File: src/rtl/mcpg_pkg.sv
// Shared constants for the multichannel pulse generator: config select codes,
// FSM state encoding and the minimum window length.
package mcpg_pkg;

  localparam logic [1:0] CFG_DELAY  = 2'd0;
  localparam logic [1:0] CFG_WIDTH  = 2'd1;
  localparam logic [1:0] CFG_WINDOW = 2'd2;

  localparam logic [0:0] ST_IDLE = 1'b0;
  localparam logic [0:0] ST_RUN  = 1'b1;

  localparam int MIN_WINDOW = 2;

endpackage

File: src/rtl/multichannel_pulse_generator_pulse_channel_cmp.sv
// One pulse channel: double-buffered delay/width registers and the registered
// in-window compare that drives one PULSE bit.
module pulse_channel_cmp
  import mcpg_pkg::*;
#(
  parameter int CW        = 16,
  parameter int DEF_DELAY = 32,
  parameter int DEF_WIDTH = 86
) (
  input  logic          clk,
  input  logic          rst_n,
  input  logic          we_delay,
  input  logic          we_width,
  input  logic [CW-1:0] wr_data,
  input  logic          load,
  input  logic          run,
  input  logic [CW-1:0] tick,
  output logic          pulse
);

  logic [CW-1:0] dly_sh_q, dly_sh_d;
  logic [CW-1:0] wid_sh_q, wid_sh_d;
  logic [CW-1:0] dly_act_q, dly_act_d;
  logic [CW-1:0] wid_act_q, wid_act_d;
  logic [CW:0]   pulse_end;
  logic          pulse_q, pulse_d;

  always_comb begin
    dly_sh_d  = we_delay ? wr_data : dly_sh_q;
    wid_sh_d  = we_width ? wr_data : wid_sh_q;
    // Active copies take the shadow value held before any write in the same cycle.
    dly_act_d = load ? dly_sh_q : dly_act_q;
    wid_act_d = load ? wid_sh_q : wid_act_q;
    pulse_end = {1'b0, dly_act_q} + {1'b0, wid_act_q};
    pulse_d   = run && (tick >= dly_act_q) && ({1'b0, tick} < pulse_end);
  end

  always_ff @(posedge clk or negedge rst_n) begin
    if (!rst_n) begin
      dly_sh_q  <= CW'(DEF_DELAY);
      wid_sh_q  <= CW'(DEF_WIDTH);
      dly_act_q <= CW'(DEF_DELAY);
      wid_act_q <= CW'(DEF_WIDTH);
      pulse_q   <= 1'b0;
    end else begin
      dly_sh_q  <= dly_sh_d;
      wid_sh_q  <= wid_sh_d;
      dly_act_q <= dly_act_d;
      wid_act_q <= wid_act_d;
      pulse_q   <= pulse_d;
    end
  end

  assign pulse = pulse_q;

endmodule

File: src/rtl/multichannel_pulse_generator.sv
// Multichannel pulse generator: window timebase, IDLE/RUN FSM and trigger edge
// detect. Define MCPG_TRIG_SYNC_EN to put a two-flop synchroniser on TRIG.
module multichannel_pulse_generator
  import mcpg_pkg::*;
#(
  parameter int NCH        = 4,
  parameter int CW         = 16,
  parameter int DEF_DELAY  = 32,
  parameter int DEF_WIDTH  = 86,
  parameter int DEF_WINDOW = 512
) (
  input  logic                                     CLK,
  input  logic                                     RESET,
  input  logic                                     ENABLE,
  input  logic                                     MODE,
  input  logic                                     TRIG,
  input  logic                                     CFG_WE,
  input  logic [((NCH > 1) ? $clog2(NCH) : 1)-1:0] CFG_CH,
  input  logic [1:0]                               CFG_SEL,
  input  logic [CW-1:0]                            CFG_DATA,
  output logic [NCH-1:0]                           PULSE,
  output logic                                     FRAME,
  output logic                                     BUSY
);

  function automatic logic [CW-1:0] clamp_window(input logic [CW-1:0] w);
    return (w < CW'(MIN_WINDOW)) ? CW'(MIN_WINDOW) : w;
  endfunction

  logic [0:0]     state_q, state_d;
  logic [CW-1:0]  tick_q, tick_d;
  logic [CW-1:0]  win_sh_q, win_sh_d;
  logic [CW-1:0]  win_act_q, win_act_d;
  logic [CW-1:0]  eff_win;
  logic           frame_q, frame_d;
  logic           trig_prev_q;
  logic           trig_in, trig_rise;
  logic           win_start, run;
  logic [NCH-1:0] we_delay, we_width;

`ifdef MCPG_TRIG_SYNC_EN
  logic trig_s1_q, trig_s2_q;

  always_ff @(posedge CLK or negedge RESET) begin
    if (!RESET) begin
      trig_s1_q <= 1'b0;
      trig_s2_q <= 1'b0;
    end else begin
      trig_s1_q <= TRIG;
      trig_s2_q <= trig_s1_q;
    end
  end

  assign trig_in = trig_s2_q;
`else
  assign trig_in = TRIG;
`endif

  assign trig_rise = trig_in & ~trig_prev_q;
  assign run       = (state_q == ST_RUN);

  always_comb begin
    eff_win   = clamp_window(win_act_q);
    state_d   = state_q;
    tick_d    = tick_q;
    win_start = 1'b0;
    case (state_q)
      ST_IDLE: begin
        if (ENABLE && (!MODE || trig_rise)) begin
          state_d   = ST_RUN;
          tick_d    = '0;
          win_start = 1'b1;
        end
      end
      default: begin
        if (tick_q == eff_win - CW'(1)) begin
          tick_d = '0;
          // ENABLE and MODE only matter here, at the window boundary.
          if (ENABLE && !MODE) win_start = 1'b1;
          else                 state_d   = ST_IDLE;
        end else begin
          tick_d = tick_q + CW'(1);
        end
      end
    endcase
    frame_d   = win_start;
    win_act_d = win_start ? win_sh_q : win_act_q;
    win_sh_d  = (CFG_WE && (CFG_SEL == CFG_WINDOW)) ? CFG_DATA : win_sh_q;
  end

  always_comb begin
    we_delay = '0;
    we_width = '0;
    for (int i = 0; i < NCH; i++) begin
      if (CFG_WE && (32'(CFG_CH) == i)) begin
        we_delay[i] = (CFG_SEL == CFG_DELAY);
        we_width[i] = (CFG_SEL == CFG_WIDTH);
      end
    end
  end

  always_ff @(posedge CLK or negedge RESET) begin
    if (!RESET) begin
      state_q     <= ST_IDLE;
      tick_q      <= '0;
      frame_q     <= 1'b0;
      trig_prev_q <= 1'b0;
      win_sh_q    <= CW'(DEF_WINDOW);
      win_act_q   <= CW'(DEF_WINDOW);
    end else begin
      state_q     <= state_d;
      tick_q      <= tick_d;
      frame_q     <= frame_d;
      trig_prev_q <= trig_in;
      win_sh_q    <= win_sh_d;
      win_act_q   <= win_act_d;
    end
  end

  for (genvar g = 0; g < NCH; g++) begin : g_ch
    pulse_channel_cmp #(
      .CW       (CW),
      .DEF_DELAY(DEF_DELAY),
      .DEF_WIDTH(DEF_WIDTH)
    ) u_ch (
      .clk     (CLK),
      .rst_n   (RESET),
      .we_delay(we_delay[g]),
      .we_width(we_width[g]),
      .wr_data (CFG_DATA),
      .load    (win_start),
      .run     (run),
      .tick    (tick_q),
      .pulse   (PULSE[g])
    );
  end

  assign FRAME = frame_q;
  assign BUSY  = run;

endmodule

File: config.mk
export PLATFORM = sky130hd
export DESIGN_NAME = multichannel_pulse_generator
export DESIGN_NICKNAME = d
export VERILOG_FILES = /design/src/rtl/mcpg_pkg.sv /design/src/rtl/multichannel_pulse_generator_pulse_channel_cmp.sv /design/src/rtl/multichannel_pulse_generator.sv
export SDC_FILE = /design/constraint.sdc
export NUM_CORES = 1
export LEC_CHECK = 0
export CAP_MARGIN = 20
export CORE_MARGIN = 4
export CORE_UTILIZATION = 65
export CTS_CLUSTER_SIZE = 30
export DETAILED_ROUTE_END_ITERATION = 10
export DONT_BUFFER_PORTS = 1
export GPL_TIMING_DRIVEN = 0
export HOLD_SLACK_MARGIN = 0.08
export PLACE_DENSITY = 0.78
export SYNTH_ARGS = -nofsm -noshare
export SYNTH_HDL_FRONTEND = slang
export SYNTH_HIERARCHICAL = 1
export SYNTH_SLANG_ARGS = --single-unit
export TNS_END_PERCENT = 10
File: constraint.sdc
create_clock -name CLK -period 6 [get_ports CLK]
set_input_delay 1.5 -clock CLK [delete_from_list [all_inputs] [get_ports CLK]]
set_output_delay 1.5 -clock CLK [all_outputs]
set_load 0.03 [all_outputs]
# == Word level (Yosys, flattened, before mapping) ==
# Index checks and enable logic that the tools add are counted.
# W data, S select, Z words.
# totals
register_bits,311
in_bits,26
out_inout_bits,6
# classes
addsub,6
order_cmp,9
eq_ne,6
muxes,18
n_bitwise,2
n_reduce_logical,20
# ops
cell,n
$add A16 B16 Y17,4
$lt A16 B17 Y1,4
$ge A16 B16 Y1,4
$mux W16,4
$add A16 B1 Y16 const B,1
$eq A16 B16 Y1,1
$lt A16 B2 Y1 const B,1
$sub A16 B1 Y16 const B,1
$logic_and A1 B1 Y1,15
$mux W1,14
$eq A2 B2 Y1 const B,3
$eq A2 B1 Y1 const B,2
$logic_not A2 Y1,2
$reduce_bool A2 Y1,1
$and A1 B1 Y1,1
$logic_not A1 Y1,1
$logic_or A1 B1 Y1,1
$not A1 Y1,1

# == Depth between registers and ports, before layout ==
# Gate-level depths: netlist (run 1).
# depth
ltp_word,6
depth_mapped,19
ltp_nobuf,15

# == Hierarchy ==
# Netlist (run 1), hierarchy kept.
# by_module_without_submodules
module,instances,cells_each,area_each_um2,seq_area_each_um2
pulse_channel_cmp,4,346,3841.2,1639.1
multichannel_pulse_generator,1,267,2812.7,1278.7

# == Worst setup path after synthesis (run 1) ==
# Ideal clock, no wire load.
# synth_timing
kind,register to register
from,reg win_act_q[11]
to,reg g_ch[2].u_ch.dly_act_q[4]
setup_time_ns,0.136
t_arrival_ns,4.197
slack_ns,1.667
path_stages_with_launch,17
path_buffers,3
synth_period_minus_slack_ns,4.333
cell_sequence,dfrtp_1 > nor4_2 > nand2_1 > o21ai_0 > ha_1 > and2_1 > nor4b_1 > a31oi_1 > a2111oi_0 > nand3_1 > a2111oi_4 > a31oi_4 > buf_6 > inv_1 > clkbuf_1 > clkbuf_1 > o21ai_0
# synth_between
elab_chain_cells,6
# synth_lines
element,line_no,source
from (decl),multichannel_pulse_generator.sv:33,"logic [CW-1:0] win_act_q, win_act_d;"
from (signal assigned),multichannel_pulse_generator.sv:109,win_act_q <= CW'(DEF_WINDOW);
from (signal assigned),multichannel_pulse_generator.sv:116,win_act_q <= win_act_d;
$lt A16 B2 Y1,multichannel_pulse_generator.sv:27,return (w < CW'(MIN_WINDOW)) ? CW'(MIN_WINDOW) : w;
$mux W16 (*),multichannel_pulse_generator.sv:27,
$sub A16 B1 Y16 (*),multichannel_pulse_generator.sv:76,if (tick_q == eff_win - CW'(1)) begin
$eq A16 B16 Y1 (*),multichannel_pulse_generator.sv:76,
$mux W1 (*),multichannel_pulse_generator.sv:76,
$mux W1 (*),multichannel_pulse_generator.sv:67,case (state_q)
net frame_d,multichannel_pulse_generator.sv:35,"logic frame_q, frame_d;"
to (signal assigned),multichannel_pulse_generator_pulse_channel_cmp.sv:42,dly_act_q <= CW'(DEF_DELAY);
to (signal assigned),multichannel_pulse_generator_pulse_channel_cmp.sv:48,dly_act_q <= dly_act_d;
to (decl),multichannel_pulse_generator_pulse_channel_cmp.sv:23,"logic [CW-1:0] dly_act_q, dly_act_d;"
# The timed path passes the listed nets; every way through them passes the cells marked *.
# A chain may end at the register's enable or synchronous reset.

# == Final worst setup path (run 1) ==
# layout_timing
from,reg win_act_q[3]
to,reg g_ch[1].u_ch.wid_act_q[10]
# layout_between
elab_chain_cells,6
# layout_lines
element,line_no,source
$lt A16 B2 Y1,multichannel_pulse_generator.sv:27,
$mux W16 (*),multichannel_pulse_generator.sv:27,
$sub A16 B1 Y16 (*),multichannel_pulse_generator.sv:76,
$eq A16 B16 Y1 (*),multichannel_pulse_generator.sv:76,
$mux W1 (*),multichannel_pulse_generator.sv:76,
$mux W1 (*),multichannel_pulse_generator.sv:67,
net frame_d,multichannel_pulse_generator.sv:35,
to (signal assigned),multichannel_pulse_generator_pulse_channel_cmp.sv:43,wid_act_q <= CW'(DEF_WIDTH);
to (signal assigned),multichannel_pulse_generator_pulse_channel_cmp.sv:49,wid_act_q <= wid_act_d;
to (decl),multichannel_pulse_generator_pulse_channel_cmp.sv:24,"logic [CW-1:0] wid_act_q, wid_act_d;"
# Marks and branches as above.

==> results of run 1 <==
-- flip-flops by register name (all words and copies together), names as in the netlist --
| register | flops |
|---|---|
| g_ch.u_ch/wid_act_q | 64 |
| g_ch.u_ch/pulse | 4 |
| tick_q | 16 |
| win_act_q | 16 |
| trig_prev_q | 1 |
| g_ch.u_ch/dly_act_q | 64 |
| BUSY | 1 |
| FRAME | 1 |
| g_ch.u_ch/wid_sh_q | 64 |
| win_sh_q | 16 |
| g_ch.u_ch/dly_sh_q | 64 |
-- cell type report --
cell class | instances | area (µm²) | area share [%]
buffer | 43 | 180 | 0.910
clock buffer | 42 | 867 | 4.38
clock inverter | 15 | 244 | 1.23
inverter | 95 | 357 | 1.80
multi-input combinational | 1202 | 9810 | 49.6
sequential | 311 | 7840 | 39.6
tap | 372 | 465 | 2.35
timing repair buffer | 1 | 27.5 | 0.139
-- cell usage in the layout, fill, tap and decap left out, types with 9 or more instances in the layout --
| cell | count |
|---|---|
| a211o_1 | 9 |
| a211oi_1 | 14 |
| a21o_1 | 36 |
| a21oi_1 | 85 |
| a31oi_1 | 14 |
| and3_1 | 10 |
| clkbuf_1 | 37 |
| clkbuf_16 | 31 |
| dfrtp_1 | 269 |
| dfstp_2 | 42 |
| ha_1 | 190 |
| inv_1 | 95 |
| mux2_2 | 220 |
| mux2_4 | 9 |
| nand2_1 | 97 |
| nand2b_1 | 22 |
| nand3_1 | 28 |
| nand4_1 | 18 |
| nor2_1 | 69 |
| nor2b_1 | 9 |
| nor3_1 | 25 |
| nor4_1 | 11 |
| o211ai_1 | 9 |
| o21a_1 | 16 |
| o21ai_0 | 128 |
| or4_1 | 13 |
| xnor2_1 | 39 |
| xor2_1 | 36 |
-- worst max-delay path, stage by stage (launching register included) --
cell and delay, ps:
dfrtp_1 360, clkbuf_2 160, nor3_1 440, nand3_1 240, o21ai_0 290, ha_1 340, and2_1 190, nor4b_1 260
a31oi_1 90, a2111oi_0 390, nand3_1 210, a2111oi_4 630, a31oi_4 240, buf_6 220, inv_1 310, clkbuf_1 640
mux2_2 410
-- final timing paths --
kind	from	end	depth (start not counted)
max	win_act_q[3]$_DFFE_PN0P_	g_ch[1].u_ch/wid_act_q[10]$_DFFE_PN0P_	16
min	g_ch[2].u_ch/dly_sh_q[14]$_DFFE_PN0P_	g_ch[2].u_ch/dly_act_q[14]$_DFFE_PN0P_	2
max reg2reg	win_act_q[3]$_DFFE_PN0P_	g_ch[1].u_ch/wid_act_q[10]$_DFFE_PN0P_	16
min reg2reg	g_ch[2].u_ch/dly_sh_q[14]$_DFFE_PN0P_	g_ch[2].u_ch/dly_act_q[14]$_DFFE_PN0P_	2
max in group asynchronous	RESET	g_ch[3].u_ch/wid_sh_q[6]$_DFFE_PN1P_	0
min in group asynchronous	RESET	trig_prev_q$_DFF_PN0_	0
-- report_power, final --
group	switching (W)	total [W]	internal, W	leakage, nW
clock	0.000834	0.00210	0.00127	0.534
sequential	0.000539	0.00304	0.00250	3.78
combinational	0.00104	0.00204	0.00100	4.92
-- what timing repair did --
| item | 4_1_cts | 5_1_grt |
|---|---|---|
| setup endpoints to repair | 0 | 58 |
| hold buffers | 0 | 0 |
| gates resized for setup | 0 | 14 |
-- metal layers --
layer / up-vias / share of wire [%] / wire length (µm) / track usage [%]
li1: 6062 / - / - / -
met1: 6634 / 44 / 19800 / 41.4
met2: 418 / 46 / 21000 / 48.2
met3: 109 / 6.6 / 3000 / 5.15
met4: 2 / 3.6 / 1640 / 9.39
met5: - / 0.029 / 13 / 0
-- metrics by stage --
step	instances	hold WS, ps	power (W)	worst slack (ps)	instance area (µm²)
6_report	2081	480	0.00718	448	19800
3_3_place_gp	2023	456	0.00490	417	18600
3_5_place_dp	2023	468	0.00504	383	18600
5_1_grt	2081	491	0.00762	18.8	19800
4_1_cts	2080	484	0.00717	273	19800
2_1_floorplan	1651	446	0.00440	1670	18200
-- cells by family after synthesis --
logic type / Yosys count
mux: 229
compound gates: 371
xor+xnor: 75
flops: 311
fa+ha+maj: 194
buf+inv: 138
simple gates: 333
==> summary.md, run 1 <==
| Metric | Value |
|---|---|
| Worst-margin pin slew | 1050 ps |
| Maximum clock frequency | 180 MHz |
| Clk buf depth | 3 |
| Pin count of the biggest net entering global routing | 312 |
| CP Max Fanout | 10 |
| Min-delay worst type | reg -> reg |
| Setup Skew | 25.9 ps |
| Final GP Congestion | 0.897 |
| DRT iter0 DRCs | 945 |
| Synthesized area | 18,200 µm² |
| Adder-cell share of the synthesized area | 13.5% |
| Final ANT Viol Nets | 0 |
| Unrepaired setup endpoints after global routing | no |
| Syn-to-layout area delta | 8.87% |
| Die Y | 175 µm |
| Clk_lat worst skew | 570 ps |
| CTS sink cnt | 311 |
| Die W | 175 µm |
| Post-CTS Setup Inserts | 0 |
| Syn_area_per_cell | 11.0 µm² |
| IO buf count | 0 |
| Yosys warnings | 6 |
| CTS tree | built |
| Vias in the first global route | 13,300 |
| CTS Buf Count | 31 |
| GR Util All Layers | 29.8% |
| Share of the synthesized area in the top cell type | 37.0% |
| Status | complete, no violations |
| Clk slew on worst S/H paths | 60 ps |
| Synth top cells by count | dfrtp_1 (269), mux2_2 (220), ha_1 (190) |
| Largest area contributor in the netlist | dfrtp_1 |
| Most common cell in the netlist | dfrtp_1 |
| Max-cap violations | 0 |
| Pleak | 9.24 nW |
| Layout cells sized above 1 | 21.4% |
| Total number of vias | 13,200 |
| Nets | 1,905 |
| Seq cells post-synth | 311 |
| DP HPWL | 30.3 mm |
| First-pass GRT wire length | 72.7 mm |
| Synthesized Nets | 1,871 |
| Synth Area in Compound Gates | 13.3% |
| Rel. slew slack | 29.9% |
| XOR/XNOR Fraction of Synth Area | 3.61% |
| Critical Path RT | 6450 ps |
| Syn Inst Count | 1,651 |
| Die Footprint | 30,700 µm² |
| Synth async-reset ratio | 100% |
| Tmin final | 5550 ps |
| DRC violations left | 0 |
| Fin Setup TNS | 0 ps |
| Seq/Total Area, Yosys | 43.1% |
| R2r setup slk | 450 ps |
| Multiplexer share of the synthesized area | 14.4% |
| Final Core Density | 72.6% |
| Antenna diodes | 0 |
| Core area | 27,300 µm² |
| Max-slew violations | 0 |
| Ranking of synthesized cells by area | dfrtp_1 (37%), mux2_2 (14%), ha_1 (13%), dfstp_2 (6.1%), o21ai_0 (3.5%) |
| Post-synthesis cell type count | 60 |
| Critical path arrival | 6000 ps |
| Starting Density | 66.7% |
| Wire per inst | 21.8 µm |
| Startpoint types | register |
| Via density | 6.36 |
| Layout fillers | 1,858 |
| Synth Area in Simple Gates | 9.18% |
| Boundary Pins | 32 |
| Number of synthesized flops with an enable pin | 0 |
| Crit path capture type | register |
| Initial antenna violation count | 2 |
| PwrDens | 363 nW/µm² |
| Peak VDD IR | 0.000290 V |
| CP Class | reg -> reg |
| H-tree depth | 1 |
| Setup violators final | 0 |
| Gr ovfl total | 0 |
| Part of the cycle the worst path needs | 92.5% |
| Row cnt | 60 |
| Drt total wl | 45.5 mm |
| DRT Pass-1 Iters | 5 |
| Final Hold Fails | 0 |
| Post-synth top flop | dfrtp_1 |
| Root Driver | clkbuf_16 |
| Largest family of logic cells by synthesized area | multiplexers |
Power figures use the tool's default switching activity.
==> run 2: changes to the inputs <==
TNS_END_PERCENT = 30   (was 10)
==> results of run 2 <==
Same layout as run 1: the final DEF is identical, and so are final timing and power.
